**config.mk**
```make
export PLATFORM = sky130hd
export DESIGN_NAME = id_ctrl_pipe
export DESIGN_NICKNAME = d
export VERILOG_FILES = /design/src/rtl/id_ctrl_pipe.sv
export SDC_FILE = /design/constraint.sdc
export NUM_CORES = 1
export LEC_CHECK = 0
export CORE_MARGIN = 5
export CORE_UTILIZATION = 41
export CTS_BUF_LIST = sky130_fd_sc_hd__clkbuf_2
export DETAILED_ROUTE_END_ITERATION = 8
export GPL_ROUTABILITY_DRIVEN = 0
export PLACE_DENSITY = 0.82
export SLEW_MARGIN = 0
export SYNTH_ARGS = -nofsm -noshare
export SYNTH_HDL_FRONTEND = slang
export SYNTH_SLANG_ARGS = --single-unit
```
**constraint.sdc**
```tcl
create_clock -name clk -period 2.2 [get_ports clk]
set_input_delay 0.44 -clock clk [delete_from_list [all_inputs] [get_ports clk]]
set_output_delay 0.44 -clock clk [all_outputs]
set_load 0.005 [all_outputs]
```
**src/rtl/id_ctrl_pipe.sv**
```systemverilog
// ID-stage control decode with load-use stall and taken-branch flush sequencing.
// Registers the ID/EX control word and drives the IF/ID and PC enables.
module id_ctrl_pipe #(
  parameter int ACL_W        = 4,
  parameter int FLUSH_CYCLES = 1,
  parameter int HAZARD_EN    = 1
) (
  input  logic             clk,
  input  logic             rst,
  input  logic [31:0]      instr,
  input  logic             instr_valid,
  input  logic             id_ex_memread,
  input  logic [4:0]       id_ex_rd,
  input  logic             beq_pc,
  output logic             ex_reg_write,
  output logic             ex_mem_write,
  output logic             ex_mem_read,
  output logic             ex_valid,
  output logic [ACL_W-1:0] ex_acl,
  output logic [1:0]       ex_out_sel,
  output logic [1:0]       ex_src2_sel,
  output logic             if_id_write,
  output logic             pc_write,
  output logic             beq_pc_sel,
  output logic             if_id_flush,
  output logic             illegal
);

  localparam logic [6:0] OP_R     = 7'b0110011;
  localparam logic [6:0] OP_I     = 7'b0010011;
  localparam logic [6:0] OP_LOAD  = 7'b0000011;
  localparam logic [6:0] OP_STORE = 7'b0100011;
  localparam logic [6:0] OP_BR    = 7'b1100011;
  localparam logic [6:0] OP_JAL   = 7'b1101111;
  localparam logic [6:0] OP_NOP   = 7'b0000000;

  typedef enum logic [1:0] {RUN, STALL, FLUSH} state_t;

  state_t     state;
  logic [1:0] flush_cnt;

  logic [6:0] opcode;
  logic [2:0] funct3;
  logic [6:0] funct7;
  logic [4:0] rs1;
  logic [4:0] rs2;

  logic       dec_rw, dec_mw, dec_mr, dec_ill, uses_rs2, is_br;
  logic [3:0] dec_acl;
  logic [1:0] dec_os, dec_s2;

  logic       hazard, take_br, stall_req, branch_go, decode_slot, issue;

  assign opcode = instr[6:0];
  assign funct3 = instr[14:12];
  assign funct7 = instr[31:25];
  assign rs1    = instr[19:15];
  assign rs2    = instr[24:20];

  always_comb begin
    dec_rw   = 1'b0;
    dec_mw   = 1'b0;
    dec_mr   = 1'b0;
    dec_ill  = 1'b0;
    uses_rs2 = 1'b0;
    is_br    = 1'b0;
    dec_acl  = 4'b0000;
    dec_os   = 2'b00;
    dec_s2   = 2'b00;
    case (opcode)
      OP_R: begin
        dec_rw   = 1'b1;
        dec_os   = 2'b01;
        dec_s2   = 2'b01;
        uses_rs2 = 1'b1;
        case ({funct7, funct3})
          10'b0000000_000: dec_acl = 4'b0000;
          10'b0100000_000: dec_acl = 4'b0001;
          10'b0000000_001: dec_acl = 4'b0010;
          10'b0000000_010: dec_acl = 4'b0011;
          10'b0000000_100: dec_acl = 4'b0100;
          10'b0000000_101: dec_acl = 4'b0101;
          10'b0000000_110: dec_acl = 4'b0110;
          10'b0000000_111: dec_acl = 4'b0111;
          default:         dec_ill = 1'b1;
        endcase
      end
      OP_I: begin
        dec_rw = 1'b1;
        dec_os = 2'b01;
        dec_s2 = 2'b10;
        // Immediate shifts and sltiu have no ALU code here, so they trap
        case (funct3)
          3'b000:  dec_acl = 4'b0000;
          3'b010:  dec_acl = 4'b0011;
          3'b100:  dec_acl = 4'b0100;
          3'b110:  dec_acl = 4'b0110;
          3'b111:  dec_acl = 4'b0111;
          default: dec_ill = 1'b1;
        endcase
      end
      OP_LOAD: begin
        dec_rw = 1'b1;
        dec_os = 2'b10;
        dec_s2 = 2'b10;
        dec_mr = 1'b1;
      end
      OP_STORE: begin
        dec_s2   = 2'b10;
        dec_mw   = 1'b1;
        uses_rs2 = 1'b1;
      end
      OP_BR: begin
        dec_s2   = 2'b01;
        dec_acl  = 4'b0001;
        uses_rs2 = 1'b1;
        is_br    = 1'b1;
      end
      OP_JAL: begin
        dec_rw = 1'b1;
        dec_os = 2'b11;
      end
      OP_NOP:  ;
      default: dec_ill = 1'b1;
    endcase
  end

  assign hazard = (HAZARD_EN != 0) && instr_valid && id_ex_memread && (id_ex_rd != 5'd0) &&
                  ((id_ex_rd == rs1) || (uses_rs2 && (id_ex_rd == rs2)));
  assign take_br     = instr_valid && is_br && beq_pc;
  assign stall_req   = (state == RUN) && hazard;
  assign branch_go   = (state != FLUSH) && take_br && !stall_req;
  assign decode_slot = (state != FLUSH) && !stall_req;
  assign issue       = decode_slot && instr_valid && (opcode != OP_NOP) && !dec_ill;

  // rst gating keeps the enables at their reset values even if hazard inputs are live
  assign if_id_write = rst || !stall_req;
  assign pc_write    = rst || !stall_req;
  assign beq_pc_sel  = !rst && branch_go;
  assign if_id_flush = !rst && ((state == FLUSH) || branch_go);

  // ID -> EX boundary: sequencing state and registered control word
  always_ff @(posedge clk or posedge rst) begin
    if (rst) begin
      state        <= RUN;
      flush_cnt    <= 2'd0;
      ex_reg_write <= 1'b0;
      ex_mem_write <= 1'b0;
      ex_mem_read  <= 1'b0;
      ex_valid     <= 1'b0;
      ex_acl       <= '0;
      ex_out_sel   <= 2'b00;
      ex_src2_sel  <= 2'b00;
      illegal      <= 1'b0;
    end else begin
      ex_reg_write <= issue && dec_rw;
      ex_mem_write <= issue && dec_mw;
      ex_mem_read  <= issue && dec_mr;
      ex_valid     <= issue;
      ex_acl       <= issue ? ACL_W'(dec_acl) : '0;
      ex_out_sel   <= issue ? dec_os : 2'b00;
      ex_src2_sel  <= issue ? dec_s2 : 2'b00;
      illegal      <= decode_slot && instr_valid && dec_ill;
      case (state)
        RUN: begin
          if (stall_req) begin
            state <= STALL;
          end else if (branch_go) begin
            state     <= FLUSH;
            flush_cnt <= 2'(FLUSH_CYCLES - 1);
          end
        end
        STALL: begin
          if (branch_go) begin
            state     <= FLUSH;
            flush_cnt <= 2'(FLUSH_CYCLES - 1);
          end else begin
            state <= RUN;
          end
        end
        FLUSH: begin
          if (flush_cnt == 2'd0) begin
            state <= RUN;
          end else begin
            flush_cnt <= flush_cnt - 2'd1;
          end
        end
        default: state <= RUN;
      endcase
    end
  end

endmodule

```
==> flow_summary.json <==
{
  "syn_avg_cell_area_um2": 8.815,
  "worst_setup_path_start_kind": "input pin",
  "finalSetupTns_ps": -93.72,
  "placed_area_um2": 1888,
  "final_area_um2": 2112,
  "core_um2": 2734,
  "crit_path_start": "id_ex_rd[3]",
  "fin_ws_ps": -62.09,
  "ios": 59,
  "place_ws_ps": -811.1,
  "fin_nets": 267,
  "worstRegToRegCells": 6,
  "cts-root-buf": "clkbuf_2",
  "synth_common_cells": "16 x dfrtp_1, 15 x nor2_1, 8 x a21oi_1, 8 x inv_1",
  "cts_buffers": 3,
  "finalSetupViolCount": 2,
  "worstHoldPathType": "in -> reg",
  "antennaDiodeCount": 0,
  "grt_pass1_wl_mm": 6.872,
  "vias_per_cell": 5.630,
  "dr.pass1.iters": 4,
  "crit_type": "in -> out",
  "post-route-period-util_pct": 102.8,
  "clkTransAtPathRegs_ps": 140,
  "wire_per_inst_um": 17.29,
  "end_kind": "output pin",
  "synth_cell_types": 50,
  "ys.flop_type": "dfrtp_1",
  "grt_pass1_vias": 1467,
  "rrSetupSlack_ps": 610,
  "grt_max_degree": 17,
  "clk_latency_ps": 290,
  "p_leak_uw": 0.0009516,
  "vias": 1430,
  "cts_buffer_depth": 2,
  "yosysWarnings": 0,
  "drive_above_1_share_pct": 39.46,
  "start_util_pct": 42.56,
  "async_flop_share_pct": 100.0,
  "dieArea_um2": 4004,
  "holdPathStages": 3,
  "ir_worst_vdd_mv": 0.4272,
  "maxSlewViolCount": 0,
  "whs_ps": 566.1,
  "die_h_um": 63.28,
  "hpwl_mm": 2.790,
  "clock.fmax_mhz": 442.1,
  "syn_nets": 175,
  "rows": 19,
  "drt_iter0_markers": 96,
  "cap_viol_max_count": 0,
  "synth_cells": 132,
  "violations": "setup timing",
  "htreeDepth": 1,
  "required_ps": 1760,
  "power_uw": 716.4,
  "grt_usage_pct": 21.01,
  "r2r_start": "flush_cnt[1]$_DFFE_PP0P_",
  "drt-total-wl_mm": 4.392,
  "syn2layout_area_growth_pct": 81.51,
  "yosysTopAreaCell": "dfrtp_1",
  "min-delay-start": "instr[4]",
  "crit_arrival_ps": 1820,
  "critPathMaxFanout": 3,
  "ctsHoldBuffers": 0,
  "netlist_area_um2": 1164,
  "slowest_delay_ps": 540,
  "power_density_nw_per_um2": 339.2,
  "cpLargestDelayFamily": "simple AND/OR/NAND/NOR gates",
  "cts_tree": "yes",
  "r2r-end": "flush_cnt[1]$_DFFE_PP0P_",
  "path_cells": "buf_6 -> or4_4 -> o21ai_4 -> nor2_2 -> o21ai_4 -> buf_6 -> a21oi_2 -> nor3_2 -> buf_2",
  "ys_ff_latch": 16,
  "synth.area.top_cells": "dfrtp_1 34%, nor2_1 4.8%, xor2_1 4.5%, xnor2_1 3.8%, a21oi_1 3.4%",
  "yosysSeqAreaShare_pct": 34.41,
  "fin_skew_ps": 8.557,
  "period_needed_ps": 2262,
  "cts_sinks": 16,
  "synth_edf_count": 0,
  "rsz0062_at_grt": "true",
  "drc": 0,
  "io_buffers": 52,
  "yosysTopAreaCellShare_pct": 34.41,
  "hold_end": "ex_mem_read$_DFF_PP0_",
  "ant_nets": 0,
  "antenna_found_initial": 0,
  "outcome": "finished with violations",
  "hold_violations": 0,
  "overflow": 0,
  "crit_path_top_delay_cell": "or4_4",
  "fp.dieW_um": 63.28,
  "yosysMostFrequentCell": "dfrtp_1",
  "critPathBufInv": 3
}
[cell usage in the layout (no fill, tap or decap), types with 3 or more instances in the layout]
cell             count
nor2b_1              3
xnor2_2              3
buf_6                7
clkbuf_2             5
inv_1                8
dfrtp_1             16
nor2_1              13
o21ai_4              3
clkdlybuf4s50_1     26
o21ai_0              6
nand3_1              5
xor2_2               3
nor3_2               3
a21oi_1              6
dlygate4sd2_1        6
clkdlybuf4s15_1      5
nand2_1              7
nor3_1               4
buf_4               37
buf_2                6
xor2_1               3
[flip-flops by register name (all words and copies together), names as in the netlist]
signal,cells
ex_mem_write,1
illegal,1
state,2
ex_valid,1
ex_acl,3
ex_reg_write,1
flush_cnt,2
ex_src2_sel,2
ex_out_sel,2
ex_mem_read,1
[final cells by class]
cell class                 instances  area, um^2
sequential                        16       400.4
clock inverter                     1       3.754
fill                             180       621.8
tap                               31       38.79
multi-input combinational        104       839.6
timing repair buffer              91       784.5
clock buffer                       3       15.01
inverter                           8       30.03
[kinds of logic (layout without fill, tap and decap cells)]
logic type	after synthesis	count (layout)	share of synthesized area [%]
simple gates	60	60	31.94
compound gates	29	29	16.99
flops	16	16	34.41
buf+inv	12	103	5.161
xor+xnor	11	11	8.279
mux	2	2	1.828
fa+ha+maj	1	1	1.075
other cells	1	1	0.3223
[how the worst max path moves through the flow]
stage             endpoint  cells after the start
3_5_place_dp   if_id_write                      8
5_1_grt         beq_pc_sel                      9
3_3_place_gp      pc_write                      8
2_1_floorplan     pc_write                      7
6_report        beq_pc_sel                      9
4_1_cts         beq_pc_sel                      9
[metrics by stage]
step	util (%)	cells
after floorplan	-	132
after global placement	69.06	237
after detailed placement	69.06	237
after CTS	74.23	252
after global routing	77.25	254
final	77.25	254
[routing by layer]
metal / global-route usage, % / wire [um]
met3: 3.197 / 279
met2: 37.95 / 2300
met4: 9.351 / 234
met1: 24.12 / 1578
met5: 0 / 0
[power by group]
| group | internal [uW] | leakage [uW] | switching (uW) |
|---|---|---|---|
| combinational | 143 | 0.000723 | 129 |
| sequential | 307 | 0.000214 | 8.92 |
| clock | 39.5 | 0.0000140 | 88.9 |
[repair_timing]
item	4_1_cts	5_1_grt
setup endpoints to repair	4	4
pin swaps	21	18
gates cloned	0	0
resized for setup	84	21
setup buffers	11	2
hold endpoints to repair	0	0
[worst reg2reg max path, cell delays in order, from the launching register on]
cell and delay, ps:
dfrtp_1 430, inv_1 70, ha_1 200, nor2_1 190, o21ai_0 130, or3_1 320, o211ai_1 170
No activity file was read; power rests on OpenSTA's default activity.
